File: config.mk
export PLATFORM = sky130hd
export DESIGN_NAME = yazmac_oku_asamasi
export DESIGN_NICKNAME = d
export VERILOG_FILES = /design/src/rtl/yazmac_oku_asamasi_pkg.sv /design/src/rtl/yazmac_oku_asamasi_yonlendirme_birimi.sv /design/src/rtl/yazmac_oku_asamasi.sv
export SDC_FILE = /design/constraint.sdc
export NUM_CORES = 1
export LEC_CHECK = 0
export ABC_AREA = 1
export BUFFER_PORTS_ARGS = -buffer_cell sky130_fd_sc_hd__clkbuf_2
export CAP_MARGIN = 25
export CORE_ASPECT_RATIO = 1.2
export CORE_MARGIN = 2
export CORE_UTILIZATION = 27
export CTS_CLUSTER_DIAMETER = 100
export DETAILED_ROUTE_END_ITERATION = 12
export GPL_TIMING_DRIVEN = 0
export HOLD_SLACK_MARGIN = 0.05
export PLACE_DENSITY_LB_ADDON = 0.1
export SYNTH_ARGS = -nofsm -noshare
export SYNTH_HDL_FRONTEND = slang
export SYNTH_SLANG_ARGS = --single-unit
File: constraint.sdc
create_clock -name clk -period 3.15 [get_ports clk]
set_input_delay 0.4725 -clock clk [delete_from_list [all_inputs] [get_ports clk]]
set_output_delay 0.4725 -clock clk [all_outputs]
set_load 0.01 [all_outputs]
File: src/rtl/yazmac_oku_asamasi_pkg.sv
// Shared RV32I decode constants for the register-read and execute stages.
package yazmac_oku_asamasi_pkg;

  // Base opcodes (instruction bits [6:0])
  localparam logic [6:0] OPC_OP     = 7'b0110011;
  localparam logic [6:0] OPC_OP_IMM = 7'b0010011;
  localparam logic [6:0] OPC_LOAD   = 7'b0000011;
  localparam logic [6:0] OPC_STORE  = 7'b0100011;
  localparam logic [6:0] OPC_BRANCH = 7'b1100011;
  localparam logic [6:0] OPC_JAL    = 7'b1101111;
  localparam logic [6:0] OPC_JALR   = 7'b1100111;
  localparam logic [6:0] OPC_LUI    = 7'b0110111;
  localparam logic [6:0] OPC_AUIPC  = 7'b0010111;
  localparam logic [6:0] OPC_SYSTEM = 7'b1110011;

  // Field positions (least significant bit of each field)
  localparam int OPC_LSB = 0;
  localparam int OPC_W   = 7;
  localparam int RD_LSB  = 7;
  localparam int RS1_LSB = 15;
  localparam int RS2_LSB = 20;

endpackage

File: src/rtl/yazmac_oku_asamasi_yonlendirme_birimi.sv
// Per-operand forwarding mux: x0 forced to zero, then EX > MEM > WB > register file.
module yonlendirme_birimi #(
  parameter int XLEN  = 32,
  parameter int ADR_W = 5
) (
  input  logic [ADR_W-1:0] i_adr,
  input  logic             i_yur_yaz,
  input  logic             i_yur_yukle,
  input  logic [ADR_W-1:0] i_yur_adr,
  input  logic [XLEN-1:0]  i_yur_deger,
  input  logic             i_bel_yaz,
  input  logic [ADR_W-1:0] i_bel_adr,
  input  logic [XLEN-1:0]  i_bel_deger,
  input  logic             i_gy_yaz,
  input  logic [ADR_W-1:0] i_gy_adr,
  input  logic [XLEN-1:0]  i_gy_deger,
  input  logic [XLEN-1:0]  i_rf_deger,
  output logic [XLEN-1:0]  o_deger
);

  // Select the youngest producer of the operand; a load in EX has no data yet
  always_comb begin
    o_deger = i_rf_deger;
    if (i_adr == '0) begin
      o_deger = '0;
    end else if (i_yur_yaz && !i_yur_yukle && (i_yur_adr == i_adr)) begin
      o_deger = i_yur_deger;
    end else if (i_bel_yaz && (i_bel_adr == i_adr)) begin
      o_deger = i_bel_deger;
    end else if (i_gy_yaz && (i_gy_adr == i_adr)) begin
      o_deger = i_gy_deger;
    end
  end

endmodule

File: src/rtl/yazmac_oku_asamasi.sv
// Decode / register-read stage: operand resolution, load-use stall, output register.
module yazmac_oku_asamasi
  import yazmac_oku_asamasi_pkg::*;
#(
  parameter int XLEN  = 32,
  parameter int ADR_W = 5
) (
  input  logic             clk,
  input  logic             rst,
  input  logic [XLEN-1:0]  buyruk_i,
  input  logic [XLEN-1:0]  ps_i,
  input  logic             gecerli_i,
  output logic             hazir_o,
  output logic [ADR_W-1:0] oku1_adr_o,
  output logic [ADR_W-1:0] oku2_adr_o,
  input  logic [XLEN-1:0]  oku1_deger_i,
  input  logic [XLEN-1:0]  oku2_deger_i,
  input  logic             yur_yaz_i,
  input  logic             yur_yukle_i,
  input  logic [ADR_W-1:0] yur_adr_i,
  input  logic [XLEN-1:0]  yur_deger_i,
  input  logic             bel_yaz_i,
  input  logic [ADR_W-1:0] bel_adr_i,
  input  logic [XLEN-1:0]  bel_deger_i,
  input  logic             gy_yaz_i,
  input  logic [ADR_W-1:0] gy_adr_i,
  input  logic [XLEN-1:0]  gy_deger_i,
  input  logic             temizle_i,
  output logic [XLEN-1:0]  rs1_deger_o,
  output logic [XLEN-1:0]  rs2_deger_o,
  output logic [ADR_W-1:0] hy_adr_o,
  output logic             hy_yaz_o,
  output logic [XLEN-1:0]  buyruk_o,
  output logic [XLEN-1:0]  ps_o,
  output logic             gecerli_o,
  input  logic             hazir_i,
  output logic [31:0]      durdurma_sayac_o
);

  logic [OPC_W-1:0] w_opc;
  logic [ADR_W-1:0] w_rs1;
  logic [ADR_W-1:0] w_rs2;
  logic [ADR_W-1:0] w_rd;
  logic             w_kullan1;
  logic             w_kullan2;
  logic             w_yaz_hy;
  logic             w_durdur;
  logic             w_ilerle;
  logic [XLEN-1:0]  w_rs1_deger;
  logic [XLEN-1:0]  w_rs2_deger;

  logic [XLEN-1:0]  r_rs1_deger_p0;
  logic [XLEN-1:0]  r_rs2_deger_p0;
  logic [ADR_W-1:0] r_hy_adr_p0;
  logic             r_hy_yaz_p0;
  logic [XLEN-1:0]  r_buyruk_p0;
  logic [XLEN-1:0]  r_ps_p0;
  logic             r_vld_p0;
  logic [31:0]      r_durdurma_sayac;

  assign w_opc = buyruk_i[OPC_LSB +: OPC_W];
  assign w_rs1 = buyruk_i[RS1_LSB +: ADR_W];
  assign w_rs2 = buyruk_i[RS2_LSB +: ADR_W];
  assign w_rd  = buyruk_i[RD_LSB  +: ADR_W];

  // Register file is addressed straight from the raw instruction, valid or not
  assign oku1_adr_o = w_rs1;
  assign oku2_adr_o = w_rs2;

  // Which source registers the instruction really reads, and whether it writes rd
  always_comb begin
    w_kullan1 = !((w_opc == OPC_LUI) || (w_opc == OPC_AUIPC) || (w_opc == OPC_JAL));
    w_kullan2 = (w_opc == OPC_OP) || (w_opc == OPC_STORE) || (w_opc == OPC_BRANCH);
    w_yaz_hy  = !((w_opc == OPC_STORE) || (w_opc == OPC_BRANCH)) && (w_rd != '0);
  end

  // Load in EX whose rd is a live source of this instruction: wait one cycle
  always_comb begin
    w_durdur = gecerli_i && yur_yaz_i && yur_yukle_i && (yur_adr_i != '0) &&
               ((w_kullan1 && (yur_adr_i == w_rs1)) ||
                (w_kullan2 && (yur_adr_i == w_rs2)));
  end

  assign w_ilerle = !r_vld_p0 || hazir_i;
  // A flush always drains the upstream instruction so fetch can redirect
  assign hazir_o  = temizle_i || (w_ilerle && !w_durdur);

  yonlendirme_birimi #(.XLEN(XLEN), .ADR_W(ADR_W)) u_yonlendirme1 (
    .i_adr       (w_rs1),
    .i_yur_yaz   (yur_yaz_i),
    .i_yur_yukle (yur_yukle_i),
    .i_yur_adr   (yur_adr_i),
    .i_yur_deger (yur_deger_i),
    .i_bel_yaz   (bel_yaz_i),
    .i_bel_adr   (bel_adr_i),
    .i_bel_deger (bel_deger_i),
    .i_gy_yaz    (gy_yaz_i),
    .i_gy_adr    (gy_adr_i),
    .i_gy_deger  (gy_deger_i),
    .i_rf_deger  (oku1_deger_i),
    .o_deger     (w_rs1_deger)
  );

  yonlendirme_birimi #(.XLEN(XLEN), .ADR_W(ADR_W)) u_yonlendirme2 (
    .i_adr       (w_rs2),
    .i_yur_yaz   (yur_yaz_i),
    .i_yur_yukle (yur_yukle_i),
    .i_yur_adr   (yur_adr_i),
    .i_yur_deger (yur_deger_i),
    .i_bel_yaz   (bel_yaz_i),
    .i_bel_adr   (bel_adr_i),
    .i_bel_deger (bel_deger_i),
    .i_gy_yaz    (gy_yaz_i),
    .i_gy_adr    (gy_adr_i),
    .i_gy_deger  (gy_deger_i),
    .i_rf_deger  (oku2_deger_i),
    .o_deger     (w_rs2_deger)
  );

  // ---- stage p0: register toward execute ----
  // Output register: flush kills, stall inserts a bubble, downstream backpressure holds
  always_ff @(posedge clk) begin
    if (rst) begin
      r_rs1_deger_p0 <= '0;
      r_rs2_deger_p0 <= '0;
      r_hy_adr_p0    <= '0;
      r_hy_yaz_p0    <= 1'b0;
      r_buyruk_p0    <= '0;
      r_ps_p0        <= '0;
      r_vld_p0       <= 1'b0;
    end else if (temizle_i) begin
      r_vld_p0    <= 1'b0;
      r_hy_yaz_p0 <= 1'b0;
    end else if (w_ilerle) begin
      if (gecerli_i && !w_durdur) begin
        r_rs1_deger_p0 <= w_rs1_deger;
        r_rs2_deger_p0 <= w_rs2_deger;
        r_hy_adr_p0    <= w_rd;
        r_hy_yaz_p0    <= w_yaz_hy;
        r_buyruk_p0    <= buyruk_i;
        r_ps_p0        <= ps_i;
        r_vld_p0       <= 1'b1;
      end else begin
        r_vld_p0    <= 1'b0;
        r_hy_yaz_p0 <= 1'b0;
      end
    end
  end

  // Count only stall cycles that actually produced a bubble
  always_ff @(posedge clk) begin
    if (rst) begin
      r_durdurma_sayac <= '0;
    end else if (w_durdur && w_ilerle && !temizle_i) begin
      r_durdurma_sayac <= r_durdurma_sayac + 32'd1;
    end
  end

  assign rs1_deger_o      = r_rs1_deger_p0;
  assign rs2_deger_o      = r_rs2_deger_p0;
  assign hy_adr_o         = r_hy_adr_p0;
  assign hy_yaz_o         = r_hy_yaz_p0;
  assign buyruk_o         = r_buyruk_p0;
  assign ps_o             = r_ps_p0;
  assign gecerli_o        = r_vld_p0;
  assign durdurma_sayac_o = r_durdurma_sayac;

endmodule

==> summary.txt <==
Gate count of the mapped netlist - 1,798
Site Rows - 79
Clock tree buffer depth - 2
Start of the worst register-to-register path - gecerli_o
Gr usage total - 0.232
Htree depth - 4
TNS Setup - 0 ps
Core Area - 0.0385 mm2
Crit Path Max Fanout - 10
Crit path largest cell delay - 740 ps
GRT overflow - 0
Final Cycle Share - 0.777
Required @ worst endpoint - 3480 ps
Post-route DRC - 0
Worst hold slack - 272 ps
Via count - 12,700
Post_cts resized - 0
Vias per inst - 4.64
Critical path type - in2reg
TritonCTS clock tree - done
IO Pins - 426
Clock slew at reported path FFs - 70 ps
Yosys Warn Count - 0
Synth top area share - 0.309
PD cells - 394 mW/mm2
Worst Setup Start Kind - primary input
Worst slew pin tran - 944 ps
FF+latch count, synth - 162
Register area - 0.00324 mm2
Die area - 0.0404 mm2
Sequential fraction of the synthesis area - 0.309
Met3 WL - 3.21 mm
Hold Fails Final Rpt - 0
WL met2 - 23.7 mm
Largest net degree at the start of global routing - 17
Top cells by area, synth - dfxtp_1, nand2_1, inv_1
Hold endpoint - ps_o[2]
Max Used Layer - met5
R2R setup slack - 710 ps
EDFF count, synth - 0
Crit-path cells - clkbuf_2 > inv_2 > nand2_1 > a21oi_1 > nand3_1 > buf_2 > nand3_1 > nand3_1 > nand2_1 > nor2_1 > nor2_1 > nor2_1
Drt pass-1 iters - 5
Ys flop type - dfxtp_1
Unique masters post-synth - 29
M1 WL - 19.4 mm
Worst setup EP type - flop
Highest-count cells in the layout ignoring fill and taps - nand2_1, clkbuf_2, inv_1, nor2_1, dfxtp_1
FF-to-FF End - rs2_deger_o[22]
Worst vdd ir - 0.000383 V
Pins Over Slew Limit - 0
Chip Height - 220 um
Root Driver - clkbuf_16
Synthesized cell area - 0.0105 mm2
First-pass GRT wire length - 70.3 mm
Total leakage power - 7.61 nW
Hold_sp - ps_i[2]
P&R area growth vs syn - 31.5%
Post-route minimum period - 2450 ps
Nets - 2,490
Final Skew - 7.22 ps
Slew HR - 0.369
Initial core utilization - 0.272
Number of global-route vias before repair - 12,100
Status - complete, no violations
Achievable Freq - 0.408 GHz
Final setup vio count - 0
Area leader, netlist - dfxtp_1
Syn Area/Cell - 5.83 um2
Share of cells above drive strength 1 - 0.237
Clock Latency Late Sink - 470 ps
CTS Buf Count - 17
Synthesized net count - 2,047
Drt wl/cell - 17.4 um
Commonest non-fill, non-tap cell in the layout - nand2_1
Routed Antenna Nets - 0
FF-to-FF path depth - 8
I/O Buffers - 424
CTS Sinks - 162
Class of the worst hold path - in2reg
Max-cap violation count - 0
Number of fill cells - 4,490
Placer Congestion - 0.928
Slowest cell on crit path - a21oi_1
Multi-input logic area - 0.00544 mm2
Antenna violations before repair - 7
Post-detail-place hpwl - 38.7 mm
Hold Buf Count CTS - 0
Asr flop ratio synth - 0
Die extent in x - 184 um
Drt total wl - 47.6 mm
CP arrival - 2780 ps
RSZ-0062 raised after global routing - no
Hold Path Stages - 3
1st-iter DRT viols - 727
Postcts setup bufs - 0
## metrics by stage
| stage | setup slack, ps | util | instance area, um2 | total power [mW] | cells |
|---|---|---|---|---|---|
| global placement | 196 | 0.343 | 13200 | 3.39 | 2708 |
| floorplan | 1260 | - | 10500 | 2.85 | 1798 |
| CTS | 651 | 0.357 | 13800 | 5.51 | 2739 |
| detailed placement | 229 | 0.343 | 13200 | 3.39 | 2708 |
| global route | 463 | 0.358 | 13800 | 5.72 | 2740 |
| finish | 702 | 0.358 | 13800 | 5.42 | 2740 |
## layer usage
layer,track usage,up-vias
li1,-,6475
met1,0.264,5711
met2,0.419,442
met3,0.0590,78
met4,0.0832,12
met5,0,-
## sequential cells by signal, indices dropped and copies added (netlist names)
signal and count:
rs1_deger_o 32, hy_yaz_o 1, durdurma_sayac_o 32, rs2_deger_o 32, hy_adr_o 4, buyruk_o 28
ps_o 32, gecerli_o 1
## cells by family (layout without fill, tap and decap cells)
family          after synthesis  count (layout)  share of synthesized area
simple gates               1002            1002                      0.413
buf+inv                     436             891                      0.172
compound gates              170             170                     0.0817
flops                       162             162                      0.309
xor+xnor                     27              27                     0.0226
fa+ha+maj                     1               1                    0.00119
other cells                   0               1                          0
## where the power goes
| part | internal [mW] | switching, mW |
|---|---|---|
| combinational | 0.414 | 0.720 |
| clock | 1.12 | 0.968 |
| sequential | 2.15 | 0.0555 |
## critical path: cells and delay by family
| family | cells | cell delay (ps) |
|---|---|---|
| buffers and inverters | 3 | 580 |
| AOI/OAI and AO/OA | 1 | 740 |
| and+or+nand+nor | 8 | 970 |
## cells in the mapped netlist, types with 2 or more instances
cell and n:
nor3_1 13, nor2_2 5, inv_2 8, nand2_1 457, nand3_1 148, nor2_1 254, a21oi_1 94, nand4_1 111
buf_6 7, o21ai_1 32, xor2_1 16, o21ai_0 42, nand4_2 2, nor4_1 4, dfxtp_1 162, buf_4 22
nand3_2 3, inv_1 311, xnor2_1 11, buf_2 27, clkbuf_1 61
## cell type report
cell class                 count  share of cell area
inverter                     319              0.0869
clock inverter                13             0.00917
sequential                   162               0.235
timing repair buffer         424               0.154
buffer                       117              0.0441
tap                          486              0.0441
multi-input combinational   1200               0.394
clock buffer                  18              0.0319
antenna                        1            0.000182
## worst max path at each step
stage / start / endpoint / slack [ps] / depth (start not counted)
floorplan: buyruk_i[5] / hazir_o / 1260 / 10
global placement: buyruk_i[18] / rs1_deger_o[15] / 200 / 12
detailed placement: buyruk_i[18] / rs1_deger_o[15] / 230 / 12
CTS: buyruk_i[18] / hazir_o / 650 / 12
global route: gecerli_o / rs2_deger_o[15] / 460 / 8
finish: buyruk_i[18] / rs1_deger_o[15] / 700 / 12
Power figures use the tool's default switching activity.
